### config.mk
export PLATFORM = sky130hd
export DESIGN_NAME = userio_db15_scan
export DESIGN_NICKNAME = d
export VERILOG_FILES = /design/src/rtl/userio_db15_scan.sv
export SDC_FILE = /design/constraint.sdc
export NUM_CORES = 1
export LEC_CHECK = 0
export ABC_AREA = 1
export CORE_MARGIN = 5
export CORE_UTILIZATION = 45
export DETAILED_ROUTE_END_ITERATION = 8
export GPL_TIMING_DRIVEN = 0
export SLEW_MARGIN = 20
export SYNTH_ARGS = -nofsm -noshare
export SYNTH_HDL_FRONTEND = slang
export SYNTH_SLANG_ARGS = --single-unit
### constraint.sdc
create_clock -name clk -period 2.3 [get_ports clk]
set_input_delay 0.575 -clock clk [delete_from_list [all_inputs] [get_ports clk]]
set_output_delay 0.575 -clock clk [all_outputs]
set_load 0.02 [all_outputs]
### src/rtl/userio_db15_scan.sv
// Serial scanner for the DB15 arcade-joystick adapter: clocks 24 active-low bits out of
// the adapter's shift chain each frame and publishes them after a two-frame agreement check.
module userio_db15_scan #(
    parameter int unsigned CLK_DIV    = 16,
    parameter int unsigned GAP_CYCLES = 256
) (
    input  logic        clk,
    input  logic        reset,
    input  logic        JOY_DATA,
    output logic        JOY_CLK,
    output logic        JOY_LOAD,
    output logic [15:0] joystick1,
    output logic [15:0] joystick2,
    output logic        frame_strobe
);
    localparam int unsigned SLOT  = 2 * CLK_DIV;
    localparam int unsigned PH_W  = $clog2(SLOT);
    localparam int unsigned GAP_W = $clog2(GAP_CYCLES + 1);
    localparam int unsigned NBITS = 24;
    localparam int unsigned IDX_W = 5;

    typedef enum logic [1:0] {
        S_LOAD,
        S_SHIFT,
        S_GAP
    } state_t;

    state_t           state_q,    state_d;
    logic [PH_W-1:0]  phase_q,    phase_d;
    logic [IDX_W-1:0] idx_q,      idx_d;
    logic [GAP_W-1:0] gap_q,      gap_d;
    logic [NBITS-1:0] shift_q,    shift_d;
    logic [NBITS-1:0] prev_q,     prev_d;
    logic [11:0]      joy1_q,     joy1_d;
    logic [11:0]      joy2_q,     joy2_d;
    logic             joy_clk_q,  joy_clk_d;
    logic             joy_load_q, joy_load_d;
    logic             strobe_q,   strobe_d;
    logic             slot_end;

    // Pin outputs are registered from the current state, so the pins trail state/phase by one cycle.
    always_comb begin
        state_d    = state_q;
        phase_d    = phase_q;
        idx_d      = idx_q;
        gap_d      = gap_q;
        shift_d    = shift_q;
        prev_d     = prev_q;
        joy1_d     = joy1_q;
        joy2_d     = joy2_q;
        joy_clk_d  = 1'b1;
        joy_load_d = 1'b1;
        strobe_d   = 1'b0;
        slot_end   = (phase_q == PH_W'(SLOT - 1));

        case (state_q)
            S_LOAD: begin
                joy_load_d = 1'b0;
                phase_d    = slot_end ? '0 : phase_q + PH_W'(1);
                if (slot_end) begin
                    state_d = S_SHIFT;
                    idx_d   = '0;
                end
            end
            S_SHIFT: begin
                joy_clk_d = (phase_q >= PH_W'(CLK_DIV));
                phase_d   = slot_end ? '0 : phase_q + PH_W'(1);
                // State phase CLK_DIV coincides with the last low JOY_CLK cycle on the pin.
                if (phase_q == PH_W'(CLK_DIV)) begin
                    shift_d[idx_q] = ~JOY_DATA;
                end
                if (slot_end) begin
                    if (idx_q == IDX_W'(NBITS - 1)) begin
                        state_d  = S_GAP;
                        gap_d    = '0;
                        strobe_d = 1'b1;
                        prev_d   = shift_q;
                        if (shift_q == prev_q) begin
                            joy1_d = shift_q[11:0];
                            joy2_d = shift_q[23:12];
                        end
                    end else begin
                        idx_d = idx_q + IDX_W'(1);
                    end
                end
            end
            S_GAP: begin
                if (gap_q == GAP_W'(GAP_CYCLES - 1)) begin
                    state_d = S_LOAD;
                    gap_d   = '0;
                end else begin
                    gap_d = gap_q + GAP_W'(1);
                end
            end
            default: state_d = S_LOAD;
        endcase
    end

    always_ff @(posedge clk) begin
        if (reset) begin
            state_q    <= S_LOAD;
            phase_q    <= '0;
            idx_q      <= '0;
            gap_q      <= '0;
            shift_q    <= '0;
            prev_q     <= '0;
            joy1_q     <= '0;
            joy2_q     <= '0;
            joy_clk_q  <= 1'b1;
            joy_load_q <= 1'b1;
            strobe_q   <= 1'b0;
        end else begin
            state_q    <= state_d;
            phase_q    <= phase_d;
            idx_q      <= idx_d;
            gap_q      <= gap_d;
            shift_q    <= shift_d;
            prev_q     <= prev_d;
            joy1_q     <= joy1_d;
            joy2_q     <= joy2_d;
            joy_clk_q  <= joy_clk_d;
            joy_load_q <= joy_load_d;
            strobe_q   <= strobe_d;
        end
    end

    assign JOY_CLK      = joy_clk_q;
    assign JOY_LOAD     = joy_load_q;
    assign frame_strobe = strobe_q;
    assign joystick1    = {4'b0000, joy1_q};
    assign joystick2    = {4'b0000, joy2_q};
endmodule
======== After elaboration in Yosys (flattened, before gate mapping) ========
Cells that the tools add are included.
storage, ports and cells
  memories kept ........................... 0
  bits in latches ......................... 0
  memory bits (writable) .................. 0
  bits in read-only memories .............. 0
  register bits after elaboration ......... 96
  logic and storage cells ................. 64
  bits of input ports ..................... 3
cells by class
  reduce and logical (&&, ||, !) cells .... 13
  bitwise gates (word level) .............. 3
  add/subtract/negate cells ............... 3
  equality and inequality tests ........... 12
  multipliers ............................. 0
  order comparisons ....................... 3
  shifts and indexed selects .............. 0
  mux-type cells .......................... 19
  divide/modulo/power cells ............... 0
operator list
  cell                   count
  $mux W9                3
  $bwmux W24             1
  $eq A24 B24 Y1         1
  $mux W5                4
  $pmux W9 S2            1
  $eq A5 B5 Y1 const B   3
  $reduce_and A4 Y1      3
  $add A5 B1 Y5 const B  2
  $ne A2 B2 Y1 const B   5
  $pmux W5 S2            1
  $add A9 B1 Y9 const B  1
  $eq A9 B8 Y1 const B   1
  $mux W2                4
  $lt A5 B6 Y1 const B   1
  $pmux W2 S3            1
  $reduce_and A3 Y1      2
  $demux W1 S5           1
  $ge A5 B1 Y1 const B   1
  $ge A5 B5 Y1 const B   1
  $reduce_bool A2 Y1     2
  $reduce_or A2 Y1       2
  $mux W1                3
  $not A1 Y1             3
  $reduce_or A3 Y1       1
  5 further kinds        5

======== Longest topological paths before layout ========
Gate-level depths: netlist of the first run.
  depth after elaboration ................. 5
  gate-level depth with buffers ........... 12
  mapped depth without buffers ............ 12

======== Worst setup path before layout of the first run ========
OpenSTA, ideal clock, no wires.
  path kind ............................... register -> register
  from .................................... reg phase_q[1]
  to ...................................... reg idx_q[4]
  period minus slack after synthesis ...... 1768 ps
  path buffers ............................ 0
  arrival time ............................ 1654 ps
  data required time ...................... 2186 ps
  slack ................................... 532 ps
  stages on the path, launching flop included .. 12
  cells stage by stage .................... dfxtp_1 ha_1 inv_1 nor3_1 ha_1 inv_1 nor2_1 nand2_1 nor3_1 nand3_1 nand2_1 nor2_1
between the ends
  cells in the longest elaborated chain, start to end .. 3
  elaborated cells on any way between the ends .. 4
ends and longest elaborated chain
  item                                    line  source
  from (decl)                             29    logic [PH_W-1:0] phase_q, phase_d;
  from (signal assigned)                  114   phase_q <= phase_d;
  $eq A5 B5 Y1 (*)                        54    slot_end = (phase_q == PH_W'(SLOT - 1));
  $ne A2 B2 Y1 (no source line)           n/a
  $reduce_and A4 Y1 (no source line) (*)  n/a
  to (signal assigned)                    115   idx_q <= idx_d;
  to (decl)                               30    logic [IDX_W-1:0] idx_q, idx_d;
Every way passes the cells marked *; elsewhere a longest branch is shown, timed or not.
A chain may end at the register's enable or synchronous reset.

======== Final worst setup path of the first run ========
Ends and elaborated chain as after synthesis.

==> out/qor.csv, run 1 <==
metric,value,unit
Final Cycle Share,0.888,
"Hold-fix buffers, CTS",0,
Initial DRT Pass Iterations,5,
crit path time final,2.04,ns
Tightest Hold Check Type,register to register,
Synth Register Bits,96,
core area,9770,sq um
share of the synthesized netlist area taken by xor and xnor gates,0.0447,
Skew-Pair Late Insertion Delay,0.36,ns
routability cong.,0.854,
TritonCTS sink count,96,
RSZ-0062 raised after global routing,no,
DRC,0,
Die H,110,um
WL per Instance,12.9,um
Antenna diodes,0,
Yosys Warn Count,0,
pwr dens,536,nW/um^2
Mapped Area,4510,sq um
Setup crit end kind,register,
largest family of logic cells by synthesized area,simple AND/OR/NAND/NOR gates,
leak pwr,2.09,nW
total gr overflow,0,
"Hold Vio Cnt, Final",0,
WP data required,2.57,ns
initial drt markers,172,
most common cell in the netlist,nand2_1,
relative slew slack,0.606,
Final Slew Violations,0,
Mapped Avg Cell Area,7.09,sq um
WL final,10600,um
WS Path Type,register to register,
NumNets Final,693,
CP arrival,2.31,ns
endpoints failing setup,0,
Peak VDD IR,0.000257,V
Setup TNS Final,0,ns
GRT Util Overall,0.189,
largest net degree at the start of global routing,15,
row count,36,
"Max FO, Critical Path",8,
Post-Layout Cell Count,820,
total die area,12100,sq um
top cell type's share of synthesized area,0.426,
sequential area share after synthesis,0.426,
measured slew at the worst slew-check pin,0.591,ns
Max Freq,0.489,GHz
Starting Density,0.461,
Post-synth EDFFs,0,
status,"complete, no violations",
CTS buffer count,9,
Max Cap Violations,0,
Port Buffers,28,
setup bufs post-CTS,0,
number of global-route vias before repair,3714,
cell count after synthesis,636,
Antenna Nets Post-Route,0,
Synth Area in Compound Gates,0.122,
share of layout cells above drive strength 1,0.0655,
placed cell count,804,
global-route wire length before repair,17700,um
clock skew,0.00958,ns
Post-CTS Resized,0,
Root Driver,clkbuf_8,
Ports,38,
largest area contributor in the netlist,dfxtp_1,
initial antenna violation count,0,
Post-Synth Simple-Gate Area,0.288,
DP HPWL,7930,um
die width,110,um
synth top area cells,"dfxtp_1 (43%), nand2_1 (10%), nor2_1 (8.3%)",
CP Launch Type,register,
post-synthesis mux area share,0,
via count,3923,
synth cell count leaders,"nand2_1 (125), nor2_1 (100), dfxtp_1 (96)",
Adder-Cell Fraction of Synth Area,0.0222,
"Area growth, synth to finish",14.1,%
main flop type after synthesis,dfxtp_1,
CTS tree,done,
"Async S/R FF share, synth",0,
"Clk pin slew, worst setup/hold paths",0.09,ns
DR vias/cell,4.78,
H-tree depth,3,
number of distinct library cells after synthesis,31,
Clock Path Buffers,2,
[cells in the final DEF, fill, tap and decap left out, drive strengths merged]
cell type      count
a211oi             4
a21oi             40
a221oi             1
a311oi             1
buf               19
clkbuf            28
clkdlybuf4s50     28
clkinv             5
conb               8
dfxtp             96
ha                 8
inv               64
nand2            125
nand3             40
nand3b             1
nand4              1
nor2             105
nor3              27
nor3b              3
o21ai             59
o21bai             1
xnor2             15
xor2               8
[worst max-delay path: stages (launching register included)]
cell and delay (ns):
dfxtp_1 0.36, ha_1 0.15, inv_1 0.06, nor3_1 0.16, ha_1 0.25, inv_1 0.07, nor2_1 0.16, nand2_1 0.19
nor3_1 0.31, nand3_1 0.12, nand2_1 0.08, nor2_1 0.04
[flip-flops by register name, summed over array words and instances (netlist names), 2 cells and up]
name,count
joy2_q,12
joy1_q,12
gap_q,9
prev_q,24
idx_q,5
phase_q,5
shift_q,24
state_q,2
[metal layers]
layer,GRT usage,vias to the layer above,share of wire
met1,0.256,1732,0.48
met5,0,-,0
met4,0.0730,0,0.019
met2,0.300,73,0.44
li1,-,2104,-
met3,0.0344,14,0.059
[stage by stage]
stage	setup slack [ns]	util	hold WS (ns)	power, mW	instance area, sq um
6_report	0.257	0.527	0.458	2.76	5150
3_3_place_gp	0.183	0.510	0.439	1.81	4980
2_1_floorplan	0.532	-	0.423	1.78	4540
5_1_grt	0.0195	0.527	0.483	2.89	5150
4_1_cts	0.234	0.527	0.458	2.79	5150
3_5_place_dp	0.167	0.510	0.446	1.81	4980
[cells by family after synthesis]
logic type	count (synthesis)
and+or+nand+nor	302
AOI/OAI and AO/OA	106
buffers and inverters	100
DFF	96
xor gates and xnor gates	23
adders and majority gates	8
other	1
[area by class of cell]
cell class,count,area [sq um]
plain buffers,35,188
clock buffers,12,145
clock inverters,4,20.0
fillers,1014,4630
inverters,65,244
multi-input cells,447,2180
flip-flops and latches,96,1920
well taps,133,166
repair buffers,28,280
[final timing paths]
check        cells past startpoint                    start                    end  slack (ns)
max                             11  phase_q[1]$_SDFFE_PP0P_  idx_q[4]$_SDFFE_PP0P_        0.26
min                              2    gap_q[8]$_SDFFE_PP0P_  gap_q[8]$_SDFFE_PP0P_        0.46
max reg2reg                     11  phase_q[1]$_SDFFE_PP0P_  idx_q[4]$_SDFFE_PP0P_        0.26
min reg2reg                      2    gap_q[8]$_SDFFE_PP0P_  gap_q[8]$_SDFFE_PP0P_        0.46
[power by group]
| group | switching [mW] | leakage (nW) | total (mW) | internal [mW] |
|---|---|---|---|---|
| sequential | 0.00365 | 0.774 | 1.67 | 1.67 |
| combinational | 0.0710 | 1.22 | 0.101 | 0.0299 |
| clock | 0.572 | 0.0899 | 0.989 | 0.417 |
| total | 0.646 | 2.09 | 2.76 | 2.11 |
No activity file was read; power rests on OpenSTA's default activity.
==> inputs of run 2 (changes only) <==
Settings changed: PLACE_DENSITY set to 0.65.
==> out/qor.csv, run 2 (synthesis results as in run 1) <==
metric,value,unit,change
NumNets Final,693,,unchanged
clock share of power,0.410,,+0.052
Ports,38,,unchanged
Net Sw Frac,0.213,,-0.0215
row count,36,,unchanged
GRT Util Overall,0.186,,-0.00348
Antenna Nets Post-Route,0,,unchanged
Filler cells,963,,-5.0%
"Area growth, synth to finish",15.5,%,
global-route wire length before repair,17500,um,-1.5%
relative slew slack,0.640,,+0.0341
core area,9770,sq um,unchanged
"Clk pin slew, worst setup/hold paths",0.09,ns,about the same
"Max FO, Critical Path",10,,+2
Clock Path Buffers,2,,unchanged
CTS buffer count,9,,unchanged
hold_sp,gap_q[8]$_SDFFE_PP0P_,,
H-tree depth,3,,unchanged
via count,4061,,+3.5%
CTS tree,done,,
Post-CTS Resized,0,,unchanged
CP dominant cell by count,ha_1,,
Antenna diodes,0,,unchanged
"Hold Vio Cnt, Final",0,,unchanged
Comb power frac,0.034,,-0.003
WL final,10500,um,-0.29%
pwr dens,576,nW/um^2,+7.4%
share of layout cells above drive strength 1,0.0671,,+0.00155
Port Buffers,28,,unchanged
Net Switching,0.638,mW,-1.3%
total die area,12100,sq um,unchanged
most frequent cells in the layout,"nand2_1 (125), nor2_1 (100), dfxtp_1 (96), inv_1 (60), o21ai_0 (51)",,
Final Cycle Share,0.879,,-0.00979
leak pwr,2.11,nW,+1.1%
Peak VDD IR,0.000259,V,+0.62%
Hold EP,gap_q[8]$_SDFFE_PP0P_,,
Top Family by Delay on Critical Path,buffers and inverters,,
power share of the sequential group,0.557,,-0.048
Tightest Hold Check Type,register to register,,
worst-path cell chain,ha_1 > inv_1 > nor3_1 > ha_1 > nand3_4 > inv_2 > clkbuf_1 > o21ai_0 > a21oi_1,,
die width,110,um,unchanged
measured slew at the worst slew-check pin,0.540,ns,-0.0511 ns
DR vias/cell,4.96,,+3.6%
initial antenna violation count,0,,unchanged
"most common cell after layout, fill and taps aside",nand2_1,,
Initial DRT Pass Iterations,5,,unchanged
crit path time final,2.02,ns,-0.0225 ns
WS Path Type,register to register,,
number of global-route vias before repair,3718,,+0.11%
Max Cap Violations,0,,unchanged
WP data required,2.60,ns,+0.03 ns
routability cong.,0.856,,+0.23%
hold path depth,2,,unchanged
RSZ-0062 raised after global routing,no,,
clock skew,0.00975,ns,+0.000177 ns
Final Slew Violations,0,,unchanged
DP HPWL,7870,um,-0.79%
Die H,110,um,unchanged
Root Driver,clkbuf_8,,
Reg2Reg Depth,9,,-2
FF-to-FF Start,phase_q[1]$_SDFFE_PP0P_,,
initial drt markers,306,,+78%
max incr delay on CP,0.40,ns,+0.04 ns
status,"complete, no violations",,
internal power,2.36,mW,+12%
Starting Density,0.461,,unchanged
Post-Layout Cell Count,819,,-0.12%
Setup crit end kind,register,,
CP arrival,2.32,ns,about the same
Setup TNS Final,0,ns,unchanged
Worst Path Buf+Inv,3,,+1
total gr overflow,0,,unchanged
setup bufs post-CTS,0,,unchanged
CP Launch Type,register,,
DRC,0,,unchanged
endpoints failing setup,0,,unchanged
Crit-path slowest cell,clkbuf_1,,
placed cell count,804,,unchanged
WL per Instance,12.8,um,-0.17%
Skew-Pair Late Insertion Delay,0.37,ns,about the same
r2r endpoint,prev_q[2]$_SDFFE_PP0P_,,
Max Freq,0.495,GHz,+1.1%
biggest regs,"prev_q (24), shift_q (24)",,
TritonCTS sink count,96,,unchanged
"Hold-fix buffers, CTS",0,,unchanged
largest net degree at the start of global routing,15,,unchanged
Reg2Reg Setup Slack,0.28,ns,+0.02 ns
-- run 2: changes by cell type in the layout (fill, tap and decap cells not counted), sizes merged --
cell	change
bufinv	+2
clkinv	-3
-- run 2: how the worst max path moves through the flow --
stage                                  startpoint                  endpoint  cells after the start  slack [ns]
after floorplan           phase_q[1]$_SDFFE_PP0P_     idx_q[4]$_SDFFE_PP0P_                     11        0.53
after global placement                      reset  shift_q[11]$_SDFFE_PP0P_                      6        0.24
after detailed placement  phase_q[1]$_SDFFE_PP0P_     idx_q[4]$_SDFFE_PP0P_                     11        0.21
after CTS                 phase_q[1]$_SDFFE_PP0P_     idx_q[4]$_SDFFE_PP0P_                     12        0.19
after global routing      phase_q[1]$_SDFFE_PP0P_     idx_q[4]$_SDFFE_PP0P_                     12        0.09
final                     phase_q[1]$_SDFFE_PP0P_    prev_q[2]$_SDFFE_PP0P_                      9        0.28
-- run 2: layout make-up --
cell class                 count  area [sq um]  area share
inverter                      65           244      0.0468
buffer                        35           188      0.0360
multi-input combinational    447          2190       0.420
clock buffer                  12           155      0.0298
tap                          133           166      0.0319
timing repair buffer          28           280      0.0538
clock inverter                 3          65.1      0.0125
sequential                    96          1920       0.369
-- run 2: routing by layer --
layer	GRT usage	part of all wire	wire length (um)	vias to the layer above
li1	-	-	-	2104
met1	0.242	0.46	4800	1817
met2	0.298	0.46	4800	120
met3	0.0384	0.062	655	20
met4	0.0800	0.025	268	0
met5	0	0	0	-
-- run 2: power by group through the flow --
stage	combinational (mW)	sequential (mW)	clock [mW]
2_1_floorplan	0.0724	1.71	0
3_3_place_gp	0.0982	1.71	0
3_5_place_dp	0.0997	1.71	0
4_1_cts	0.0999	1.67	1.26
5_1_grt	0.112	1.67	1.32
6_report	0.101	1.67	1.23
-- run 2: stage by stage --
step | power [mW] | utilization | area, sq um | setup slack [ns] | hold WS (ns)
6_report | 3.00 | 0.533 | 5210 | 0.279 | 0.457
5_1_grt | 3.10 | 0.533 | 5210 | 0.0894 | 0.503
4_1_cts | 3.03 | 0.532 | 5200 | 0.194 | 0.453
3_5_place_dp | 1.81 | 0.510 | 4980 | 0.210 | 0.440
3_3_place_gp | 1.81 | 0.510 | 4980 | 0.239 | 0.441
2_1_floorplan | 1.78 | - | 4540 | 0.532 | 0.423
-- run 2: worst min-delay path, cell delays in order (launching register included) --
cell and delay (ns):
dfxtp_1 0.31, o21ai_0 0.07, nor2_1 0.04
